## config.mk

```make
export PLATFORM = sky130hd
export DESIGN_NAME = fc_layer_ctrl
export DESIGN_NICKNAME = d
export VERILOG_FILES = /design/src/rtl/fc_ctrl_pkg.sv /design/src/rtl/fc_layer_ctrl.sv
export SDC_FILE = /design/constraint.sdc
export NUM_CORES = 1
export LEC_CHECK = 0
export BUFFER_PORTS_ARGS = -buffer_cell sky130_fd_sc_hd__buf_2
export CAP_MARGIN = 25
export CORE_UTILIZATION = 52
export CTS_CLUSTER_SIZE = 28
export DETAILED_ROUTE_END_ITERATION = 12
export PLACE_DENSITY = 0.84
export SLEW_MARGIN = 0
export SYNTH_ARGS = -nofsm -noshare
export SYNTH_HDL_FRONTEND = slang
export SYNTH_SLANG_ARGS = --single-unit
```

## constraint.sdc

```tcl
create_clock -name clk -period 1.75 [get_ports clk]
set_clock_uncertainty 0.2 [all_clocks]
set_input_delay 0.0875 -clock clk [delete_from_list [all_inputs] [get_ports clk]]
set_output_delay 0.0875 -clock clk [all_outputs]
set_load 0.01 [all_outputs]
```

## src/rtl/fc_ctrl_pkg.sv

```systemverilog
// Shared types and helpers for the fully-connected layer controller.
// State and accumulator-command encodings are fixed so the datapath can decode acc_op directly.
package fc_ctrl_pkg;

    typedef enum logic [1:0] {
        IDLE = 2'd0,
        LOAD = 2'd1,
        MAC  = 2'd2,
        OUT  = 2'd3
    } state_e;

    typedef enum logic [1:0] {
        HOLD  = 2'b00,
        FIRST = 2'b01,
        ACC   = 2'b10
    } acc_op_e;

    // Address width for a memory of the given depth; never narrower than one bit.
    function automatic int addr_width(input int depth);
        return (depth <= 1) ? 1 : $clog2(depth);
    endfunction

endpackage

```

## src/rtl/fc_layer_ctrl.sv

```systemverilog
// Sequencer for one fully-connected layer: loads an N-element vector, then walks
// M rows of N-term dot products through a registered-read MAC datapath.
module fc_layer_ctrl
    import fc_ctrl_pkg::*;
#(
    parameter int M  = 4,
    parameter int N  = 4,
    parameter int XW = addr_width(N),
    parameter int WW = addr_width(M * N),
    parameter int BW = addr_width(M)
) (
    input  logic          clk,
    input  logic          reset,
    input  logic          s_valid,
    output logic          s_ready,
    output logic          m_valid,
    input  logic          m_ready,
    output logic          x_wr_en,
    output logic [XW-1:0] x_addr,
    output logic [WW-1:0] w_addr,
    output logic [BW-1:0] b_addr,
    output logic [1:0]    acc_op,
    output logic          acc_last
);

    // k runs 0..N inclusive: N address issues plus one drain cycle for the read latency.
    localparam int            KW       = $clog2(N + 1);
    localparam logic [XW-1:0] X_LAST   = XW'(N - 1);
    localparam logic [KW-1:0] K_LAST   = KW'(N);
    localparam logic [KW-1:0] K_ONE    = KW'(1);
    localparam logic [BW-1:0] ROW_LAST = BW'(M - 1);

    state_e        state_q, state_d;
    logic [KW-1:0] k_q, k_d;
    logic [BW-1:0] row_q, row_d;
    logic [XW-1:0] x_addr_q, x_addr_d;
    logic [WW-1:0] w_addr_q, w_addr_d;
    acc_op_e       acc_op_q, acc_op_d;
    logic          acc_last_q, acc_last_d;
    logic          s_ready_q, s_ready_d;
    logic          m_valid_q, m_valid_d;
    logic          s_fire;
    logic          m_fire;

    assign s_fire = s_valid & s_ready_q;
    assign m_fire = m_ready & m_valid_q;

    always_comb begin
        state_d  = state_q;
        k_d      = k_q;
        row_d    = row_q;
        x_addr_d = x_addr_q;
        w_addr_d = w_addr_q;
        case (state_q)
            IDLE: state_d = LOAD;
            LOAD: begin
                if (s_fire) begin
                    if (x_addr_q == X_LAST) begin
                        x_addr_d = '0;
                        k_d      = '0;
                        state_d  = MAC;
                    end else begin
                        x_addr_d = x_addr_q + 1'b1;
                    end
                end
            end
            MAC: begin
                if (k_q == K_LAST) begin
                    state_d = OUT;
                end else begin
                    // w_addr keeps counting across rows, so row*N is never multiplied out.
                    k_d      = k_q + 1'b1;
                    w_addr_d = w_addr_q + 1'b1;
                    x_addr_d = (x_addr_q == X_LAST) ? '0 : x_addr_q + 1'b1;
                end
            end
            OUT: begin
                if (m_fire) begin
                    k_d = '0;
                    if (row_q == ROW_LAST) begin
                        row_d    = '0;
                        w_addr_d = '0;
                        state_d  = LOAD;
                    end else begin
                        row_d   = row_q + 1'b1;
                        state_d = MAC;
                    end
                end
            end
            default: state_d = IDLE;
        endcase
    end

    // Outputs are decoded from the next state so they appear registered and glitch-free.
    always_comb begin
        s_ready_d  = (state_d == LOAD);
        m_valid_d  = (state_d == OUT);
        acc_op_d   = HOLD;
        acc_last_d = 1'b0;
        if (state_d == MAC) begin
            if (k_d == '0) begin
                acc_op_d = HOLD;
            end else if (k_d == K_ONE) begin
                acc_op_d = FIRST;
            end else begin
                acc_op_d = ACC;
            end
            acc_last_d = (k_d == K_LAST);
        end
    end

    always_ff @(posedge clk) begin
        if (reset) begin
            state_q    <= IDLE;
            k_q        <= '0;
            row_q      <= '0;
            x_addr_q   <= '0;
            w_addr_q   <= '0;
            acc_op_q   <= HOLD;
            acc_last_q <= 1'b0;
            s_ready_q  <= 1'b0;
            m_valid_q  <= 1'b0;
        end else begin
            state_q    <= state_d;
            k_q        <= k_d;
            row_q      <= row_d;
            x_addr_q   <= x_addr_d;
            w_addr_q   <= w_addr_d;
            acc_op_q   <= acc_op_d;
            acc_last_q <= acc_last_d;
            s_ready_q  <= s_ready_d;
            m_valid_q  <= m_valid_d;
        end
    end

    assign s_ready  = s_ready_q;
    assign m_valid  = m_valid_q;
    assign x_wr_en  = s_fire;
    assign x_addr   = x_addr_q;
    assign w_addr   = w_addr_q;
    assign b_addr   = row_q;
    assign acc_op   = acc_op_q;
    assign acc_last = acc_last_q;

endmodule

```

Word level (Yosys, flattened, before mapping). Index checks and enable logic that the tools add are counted.

Flip-flop bits (word level): 18. Bits of input ports: 4. Output and inout bits: 14. Word-level logic and storage cells: 61.

$add $sub $neg: 4. Eq/ne operators: 15. Mux-type cells: 21. Bitwise gates (word level): 3. Reductions and logical operators: 9.

Operators with widths (number): 2-bit 2-to-1 mux (10); 2-bit == test (second input constant) (6); 3-bit 2-to-1 mux (4); 4-bit 2-to-1 mux (3); 3-bit one-hot mux with 3 select lines (1); 2-bit != test (second input constant) (4); 2-bit one-hot mux with 4 select lines (1); 4-bit one-hot mux with 2 select lines (1); 3-bit == test (second input constant) (2); 2-bit by 1-bit adder with 2-bit output (second input constant) (2); 4-bit by 1-bit adder with 4-bit output (second input constant) (1); 2-bit by 1-bit == test with 1-bit output (second input constant) (2); 2-bit one-hot mux with 2 select lines (1); 4-bit AND reduction (1); 2-bit nonzero test (2); 3-bit by 1-bit adder with 3-bit output (second input constant) (1); 3-bit by 1-bit == test with 1-bit output (second input constant) (1); 3-bit zero test (1); 3-bit AND reduction (1); 3-bit OR reduction (1); 1-bit bitwise AND (2); 2-bit zero test (1); 2-bit AND reduction (1); 2-bit OR reduction (1); 1-bit inverter (1).

Depth between registers and ports, before layout. Gate-level depths: netlist (run 1).

Depth after elaboration: 7. Mapped depth: 6. Mapped depth without buffers: 6.

Worst setup path before layout (run 1). OpenSTA, ideal clock, no wires.

Kind: register -> register. Start point: reg x_addr_q[0], in the netlist x_addr[0]. End point: reg acc_op_q[0], in the netlist acc_op[0]. Setup time: 0.096 ns. Data arrival time: 1.399 ns. Data required time: 1.454 ns. Path slack: 0.056 ns. Stages on the path, launching flop included: 6. Path through: dfxtp_1 > ha_1 > a41oi_2 > a31o_1 > a22oi_1 > nor4b_1.

Longest elaborated chain between the ends: 7.

RTL lines: start, declared (RTL line fc_layer_ctrl.sv:36) `logic [XW-1:0] x_addr_q, x_addr_d;`; start signal, assigned (RTL line fc_layer_ctrl.sv:127) `x_addr_q <= x_addr_d;`; 2-bit == test * (RTL line fc_layer_ctrl.sv:58) `if (x_addr_q == X_LAST) begin`; 2-bit 2-to-1 mux (RTL line fc_layer_ctrl.sv:58); 2-bit 2-to-1 mux (RTL line fc_layer_ctrl.sv:57) `if (s_fire) begin`; 2-bit one-hot mux with 4 select lines (RTL line fc_layer_ctrl.sv:54) `case (state_q)`; 2-bit == test (RTL line fc_layer_ctrl.sv:100) `if (state_d == MAC) begin`; 1-bit inverter (no line); 3-bit OR reduction (no line); end signal, assigned (RTL line fc_layer_ctrl.sv:129) `acc_op_q <= acc_op_d;`; end, declared (RTL line fc_layer_ctrl.sv:38) `acc_op_e acc_op_q, acc_op_d;`.

Every way passes the cells marked *; elsewhere a longest branch is shown, timed or not. A chain may end at the register's enable or synchronous reset.

Worst setup path in the final report (run 1).
Start point: reg k_q[0]. End point: reg w_addr_q[3], in the netlist w_addr[3].

Longest elaborated chain between the ends: 3.

RTL lines: start, declared (RTL line fc_layer_ctrl.sv:34) `logic [KW-1:0] k_q, k_d;`; start signal, assigned (RTL line fc_layer_ctrl.sv:125) `k_q <= k_d;`; 3-bit == test (RTL line fc_layer_ctrl.sv:68) `if (k_q == K_LAST) begin`; 2-bit != test (no line); 4-bit AND reduction (no line); end signal, assigned (RTL line fc_layer_ctrl.sv:128) `w_addr_q <= w_addr_d;`; end, declared (RTL line fc_layer_ctrl.sv:37) `logic [WW-1:0] w_addr_q, w_addr_d;`.

No other way between the ends.

==> metrics, run 1 <==
width of the die 43.1 um; Starting Density a little under three fifths; post-synthesis register bit count 18; clock latency at the later pin of the worst-skew pair 0.30 ns; transition time of the tightest slew-check pin 0.317 ns; register-to-register path setup slack around 0.023 ns; pin count of the biggest net entering global routing 13; placeable core area 1540 um2; count of endpoints failing setup in the final report 0; number of DRC markers in iteration 0 22; half-perimeter wire length of the detailed placement result 1.30 mm; start-to-end type of the worst setup path register to register; Tightest Hold Check Type input port to register; data arrival time of the critical path 1.76 ns; category of cells accounting for the largest share of critical-path delay simple AND/OR/NAND/NOR gates; initial antenna violation count 0; TritonCTS clock tree done; startpoint of the most critical setup path k_q[0]$_SDFF_PP0_; Pwr Density 642 nW/um2; slowest cell delay on critical path 0.36 ns; number of cells traversed by the worst register-to-register path 6; global routing usage on met2 33.1%; netlist area before placement 878 um2; Port Buffers 17; synth unique cells 32; global-route wire length before repair 3.01 mm; DRC violations left 0; endpoint of the worst-slack reg-to-reg timing path w_addr[3]$_SDFFE_PP0P_; DIE AREA 1860 um2; overall power after layout 0.709 mW; via count of the first global-routing pass 715; Final Max Tran Viols 0; Worst Path Max Fanout 6; via density per instance 5.85; final cycle utilization of the critical path a little under 100%; Worst Path Required 1.79 ns; run status finished, final reports clean; Crit Reg-Reg Startpoint k_q[0]$_SDFF_PP0_; number of optimization iterations in the first detailed-route pass 4; worst setup path endpoint w_addr[3]$_SDFFE_PP0P_; time the final worst path needs with I/O delays and setup 1.73 ns; Highest Clock Rate just under 600 MHz; Sinks on Clock Net 18; overall routing resource usage 21.7%; overflow left after global routing 0; highest ir drop seen on vdd approximately 0.00046 V; GR Util met3 3.83%; Max Buffers Root-to-Sink 2; clk slew on worst S/H paths 0.10 ns; net count of the finished layout 129; CTS H-tree depth 1; y dimension of the die 43.1 um; share of the synthesized area in the top cell type 41.0%; diode count 0; setup slack after layout 0.0235 ns; final count of hold timing violations 0; ratio of cells with drive above 1 in the final layout between 30% and 40%; instance count of the mapped netlist 94; number of top-level pins 18; area leader, netlist sky130_fd_sc_hd__dfxtp_1; count of vias placed by the detailed router 784; area added between synthesis and finish 25.6%; number of buffer and inverter stages on the critical path 1; MaxCap Viol Count 0; Worst setup EP type register; number of placement rows 14; clock root cell sky130_fd_sc_hd__clkbuf_4; final std cells w/o fill 134; share of the yosys chip area belonging to registers 41.0%; final core utilization 71.6%; final total negative setup slack 0 ns; Crit. path cell count 6; Syn. warnings 0; worst relative slew slack 78.7%; Num CTS Buffers 3; setup repair after global routing missed its margin yes; leak pwr 0.482 nW; sort of element at the start of the critical path register; critical-path cell with the highest stage delay sky130_fd_sc_hd__or3_1; number of nets with antenna violations after detailed routing 0; final WL between 1.5 and 2 mm; CP cell instances inv_1, ha_1, nand2_1, a22oi_4, or3_1, a21oi_1; total nets after synthesis 104; met1 global-route usage 27.9%; drt wl/cell 14.1 um; busiest metal layer after global routing met2; placed cell count around 130; leading cell types by total area after synthesis sky130_fd_sc_hd__dfxtp_1, sky130_fd_sc_hd__ha_1, sky130_fd_sc_hd__a21oi_1, sky130_fd_sc_hd__nor2_1, sky130_fd_sc_hd__a21o_1; Mapped Avg Cell Area 9.34 um2; placement-stage worst setup slack -0.0129 ns; GPL Wtd Cong 0.813
## logic make-up (layout without fill, tap and decap cells)
family | after synthesis | after routing | synth area share [%]
compound gates | 25 | 25 | 21.2
mux | 2 | 2 | 2.28
buf+inv | 8 | 32 | 5.55
xor+xnor | 1 | 1 | 0.997
fa+ha+maj | 6 | 6 | 8.55
flops | 18 | 18 | 41.0
simple gates | 34 | 34 | 20.4
## through the flow
step	cell area, um2	hold slack (ns)
final	1100	0.0801
after global routing	1100	0.101
after CTS	1040	0.0778
after detailed placement	987	0.219
after global placement	987	0.216
after floorplan	878	0.0699
## synthesized netlist by cell type
| library cell | instances |
|---|---|
| sky130_fd_sc_hd__nand2b_1 | 1 |
| sky130_fd_sc_hd__dfxtp_1 | 18 |
| sky130_fd_sc_hd__and2b_4 | 1 |
| sky130_fd_sc_hd__nand4_1 | 1 |
| sky130_fd_sc_hd__and4b_1 | 1 |
| sky130_fd_sc_hd__nor3_1 | 2 |
| sky130_fd_sc_hd__buf_6 | 2 |
| sky130_fd_sc_hd__inv_1 | 4 |
| sky130_fd_sc_hd__o21ai_0 | 3 |
| sky130_fd_sc_hd__and2_1 | 2 |
| sky130_fd_sc_hd__a21oi_1 | 9 |
| sky130_fd_sc_hd__a22oi_4 | 1 |
| sky130_fd_sc_hd__a211oi_2 | 1 |
| sky130_fd_sc_hd__nor4b_1 | 1 |
| sky130_fd_sc_hd__ha_1 | 6 |
| sky130_fd_sc_hd__a22oi_1 | 1 |
| sky130_fd_sc_hd__mux2i_1 | 2 |
| sky130_fd_sc_hd__buf_4 | 1 |
| sky130_fd_sc_hd__a21o_1 | 4 |
| sky130_fd_sc_hd__xnor2_1 | 1 |
| sky130_fd_sc_hd__a21oi_2 | 1 |
| sky130_fd_sc_hd__nor2_1 | 9 |
| sky130_fd_sc_hd__and3_1 | 1 |
| sky130_fd_sc_hd__a31oi_1 | 2 |
| sky130_fd_sc_hd__nand2_1 | 7 |
| sky130_fd_sc_hd__and4_1 | 1 |
| sky130_fd_sc_hd__clkbuf_1 | 1 |
| sky130_fd_sc_hd__nand3_1 | 3 |
| sky130_fd_sc_hd__a31o_1 | 1 |
| sky130_fd_sc_hd__a41oi_2 | 1 |
| sky130_fd_sc_hd__or3_1 | 4 |
| sky130_fd_sc_hd__a2bb2oi_1 | 1 |
## timing repair
action,CTS,global route
endpoints found under the setup margin,2,8
pin swaps,1,4
buffers inserted,0,1
hold endpoints to repair,9,0
gates resized for setup,4,11
hold buffers,1,0
## worst reg2reg max path, delay by kind of cell (launching register included)
family / cells / cell delay [ns]
flip-flops: 1 / 0.34
AO/OA/AOI/OAI: 2 / 0.26
AND/OR/NAND/NOR: 2 / 0.58
buffers and inverters: 1 / 0.07
adder cells (fa/ha/maj): 1 / 0.22
## worst min-delay path by stage
stage | cells after the start | endpoint | slack [ns] | start
3_5_place_dp | 2 | k_q[1]$_SDFF_PP0_ | 0.22 | reset
6_report | 5 | x_addr[0]$_SDFFE_PP0P_ | 0.08 | s_valid
5_1_grt | 5 | x_addr[0]$_SDFFE_PP0P_ | 0.10 | s_valid
4_1_cts | 5 | x_addr[0]$_SDFFE_PP0P_ | 0.08 | s_valid
3_3_place_gp | 2 | k_q[1]$_SDFF_PP0_ | 0.22 | reset
2_1_floorplan | 2 | w_addr[2]$_SDFFE_PP0P_ | 0.07 | reset
## cells in the final DEF, fill, tap and decap left out, types with 2 or more instances in the layout
| cell type | instances |
|---|---|
| sky130_fd_sc_hd__buf_2 | 17 |
| sky130_fd_sc_hd__dfxtp_1 | 13 |
| sky130_fd_sc_hd__nor2_1 | 9 |
| sky130_fd_sc_hd__a21oi_1 | 8 |
| sky130_fd_sc_hd__nand2_1 | 7 |
| sky130_fd_sc_hd__buf_4 | 6 |
| sky130_fd_sc_hd__ha_1 | 5 |
| sky130_fd_sc_hd__dfxtp_2 | 5 |
| sky130_fd_sc_hd__inv_1 | 4 |
| sky130_fd_sc_hd__or3_1 | 4 |
| sky130_fd_sc_hd__a21o_1 | 4 |
| sky130_fd_sc_hd__o21ai_0 | 3 |
| sky130_fd_sc_hd__clkbuf_4 | 3 |
| sky130_fd_sc_hd__and2_1 | 2 |
| sky130_fd_sc_hd__a31oi_1 | 2 |
| sky130_fd_sc_hd__a21oi_2 | 2 |
| sky130_fd_sc_hd__mux2i_1 | 2 |
| sky130_fd_sc_hd__nand3_1 | 2 |
## metal layers
metal	part of all wire (%)	routed length [um]
met5	0	0
met4	2.0	38
met3	6.0	113
met2	47	894
met1	45	847
## final cells by class
cell class	count	area [um2]
Clock buffer	4	36.3
Inverter	4	15.0
Sequential cell	18	367
Timing Repair Buffer	24	140
Multi-Input combinational cell	68	526
Fill cell	122	438
Tap cell	16	20.0
## where the power goes
group	switching [mW]	leakage (nW)	internal (mW)
Sequential	0.00655	0.148	0.414
Clock	0.131	0.0210	0.127
Combinational	0.0155	0.314	0.0145
## registers in the layout, indices dropped and copies added, names as in the netlist, 2 cells and up
register  flops
acc_op        2
b_addr        2
state_q       2
w_addr        4
k_q           3
x_addr        2
No activity file was read; power rests on OpenSTA's default activity.
==> inputs of run 2 (changes only) <==
==> constraint.sdc (replaced) <==
create_clock -name clk -period 1.75 [get_ports clk]
set_clock_uncertainty 0.2 [all_clocks]
set_input_delay 0.35 -clock clk [delete_from_list [all_inputs] [get_ports clk]]
set_output_delay 0.35 -clock clk [all_outputs]
set_load 0.01 [all_outputs]
==> metrics, run 2 (synthesized netlist as in run 1, its figures left out) <==
setup slack after layout 0.0692 ns; global-route wire length before repair 3.15 mm; most frequent cells in the layout sky130_fd_sc_hd__buf_2, sky130_fd_sc_hd__dfxtp_1, sky130_fd_sc_hd__nor2_1, sky130_fd_sc_hd__a21oi_1, sky130_fd_sc_hd__buf_4; max reg flops 4; fill cell instance count of the final layout ~120; area added between synthesis and finish 28.9%; Final Max Tran Viols 0; Pint 0.554 mW; final cycle utilization of the critical path between 90 and 100%; sort of element at the start of the critical path register; number of nets with antenna violations after detailed routing 0; highest ir drop seen on vdd 0.000517 V; number of top-level pins 18; worst hold path cell count 2; number of buffer and inverter stages on the critical path 0; share of power burned in registers 59.1%; time the final worst path needs with I/O delays and setup 1.68 ns; Layout Cell Area excl Fill 1130 um2; worst relative slew slack 82.1%; via density per instance 5.77; net switching power figure 0.158 mW; clock root cell sky130_fd_sc_hd__clkbuf_4; register area ~370 um2; number of optimization iterations in the first detailed-route pass 4; ratio of cells with drive above 1 in the final layout between 40% and 50%; category of cells accounting for the largest share of critical-path delay compound AO/OA/AOI/OAI gates; data arrival time of the critical path 1.73 ns; switching power share of the total 22.2%; area taken by multi-input logic gates 557 um2; number of cells traversed by the worst register-to-register path 5; clock latency at the later pin of the worst-skew pair 0.30 ns; endpoint of the worst-slack reg-to-reg timing path acc_last$_SDFF_PP0_; Crit Reg-Reg Startpoint x_addr[0]$_SDFFE_PP0P_; leak pwr ~0.49 nW; final count of hold timing violations 0; overflow left after global routing 0; placed standard-cell area 1000 um2; min-delay src reset; Port Buffers 17; Clk network pwr share 36.8%; clk slew on worst S/H paths approximately 0.11 ns; TritonCTS clock tree done; DRC violations left 0; proportion of power drawn by combinational gates 4.1%; placed cell count 130; number of DRC markers in iteration 0 9; run status finished, final reports clean; final WL between 1.5 and 2 mm; via count of the first global-routing pass 712; transition time of the tightest slew-check pin 0.268 ns; Post-CTS Setup Inserts 0; pin count of the biggest net entering global routing 13; final total negative setup slack 0 ns; leading cell type in the layout, fill and taps excluded sky130_fd_sc_hd__buf_2; GPL Wtd Cong 0.858; Tightest Hold Check Type input port to register; Worst Path Required 1.80 ns; Starting Density 57.0%; Worst Path Max Fanout 3; y dimension of the die 43.1 um; critical-path cell with the highest stage delay sky130_fd_sc_hd__dfxtp_1; placeable core area 1540 um2; Highest Clock Rate 595 MHz; overall power after layout 0.712 mW; half-perimeter wire length of the detailed placement result 1.32 mm; placement-stage worst setup slack -0.0222 ns; overall routing resource usage 22.3%; register-to-register path setup slack 0.07 ns; Fin Hold WS 0.164 ns; MaxCap Viol Count 0; start-to-end type of the worst setup path register to register; final std cells w/o fill 134; diode count 0; CTS H-tree depth 1; count of endpoints failing setup in the final report 0; width of the die roughly 43 um; final core utilization 73.5%; count of vias placed by the detailed router 773; CP cell instances ha_4, a41oi_4, a31o_1, a211oi_4, and4b_1; Worst setup EP type register; drt wl/cell 14.1 um; net count of the finished layout between 100 and 150; DIE AREA 1860 um2; Sinks on Clock Net 18; number of placement rows 14; Num CTS Buffers 3; initial antenna violation count 0; Max Buffers Root-to-Sink 2; endpoint of the worst hold path b_addr[1]$_SDFFE_PP0P_; slowest cell delay on critical path a little under 0.4 ns; Pwr Density 629 nW/um2
## run 2: worst max path at each step
stage / startpoint / to / slack, ns / cells after the start
finish: x_addr[0]$_SDFFE_PP0P_ / acc_last$_SDFF_PP0_ / 0.07 / 5
global route: k_q[0]$_SDFF_PP0_ / acc_op[0]$_SDFF_PP0_ / -0.01 / 6
CTS: state_q[0]$_SDFF_PP0_ / w_addr[3]$_SDFFE_PP0P_ / 0.008 / 4
detailed placement: x_addr[1]$_SDFFE_PP0P_ / acc_op[0]$_SDFF_PP0_ / -0.02 / 6
global placement: x_addr[1]$_SDFFE_PP0P_ / acc_op[0]$_SDFF_PP0_ / 0.06 / 6
floorplan: x_addr[0]$_SDFFE_PP0P_ / acc_op[0]$_SDFF_PP0_ / 0.06 / 5
## run 2: routing by layer
metal,GRT usage (%),up-vias,part of all wire [%]
met5,0,-,0
met4,7.88,0,1.1
met3,5.11,5,5.1
met2,34.9,24,47
met1,29.8,359,47
li1,-,385,-
## run 2: what timing repair did
action | 4_1_cts | 5_1_grt
hold buffers | 0 | 0
setup endpoints to repair | 1 | 8
gates resized for setup | 5 | 18
pin swaps | 0 | 4
## run 2: cell type report
| cell class | count | share of cell area (%) |
|---|---|---|
| clock buffer | 4 | 3.20 |
| inverter | 4 | 1.33 |
| multi-input combinational | 68 | 49.2 |
| sequential | 18 | 32.4 |
| tap | 16 | 1.77 |
| timing repair buffer | 24 | 12.2 |
## run 2: power groups by stage
stage | clock, mW | sequential, mW | combinational (mW)
2_1_floorplan | 0 | 0.427 | 0.0180
5_1_grt | 0.285 | 0.422 | 0.0321
3_5_place_dp | 0 | 0.428 | 0.0277
4_1_cts | 0.261 | 0.419 | 0.0283
6_report | 0.262 | 0.420 | 0.0291
3_3_place_gp | 0 | 0.427 | 0.0272
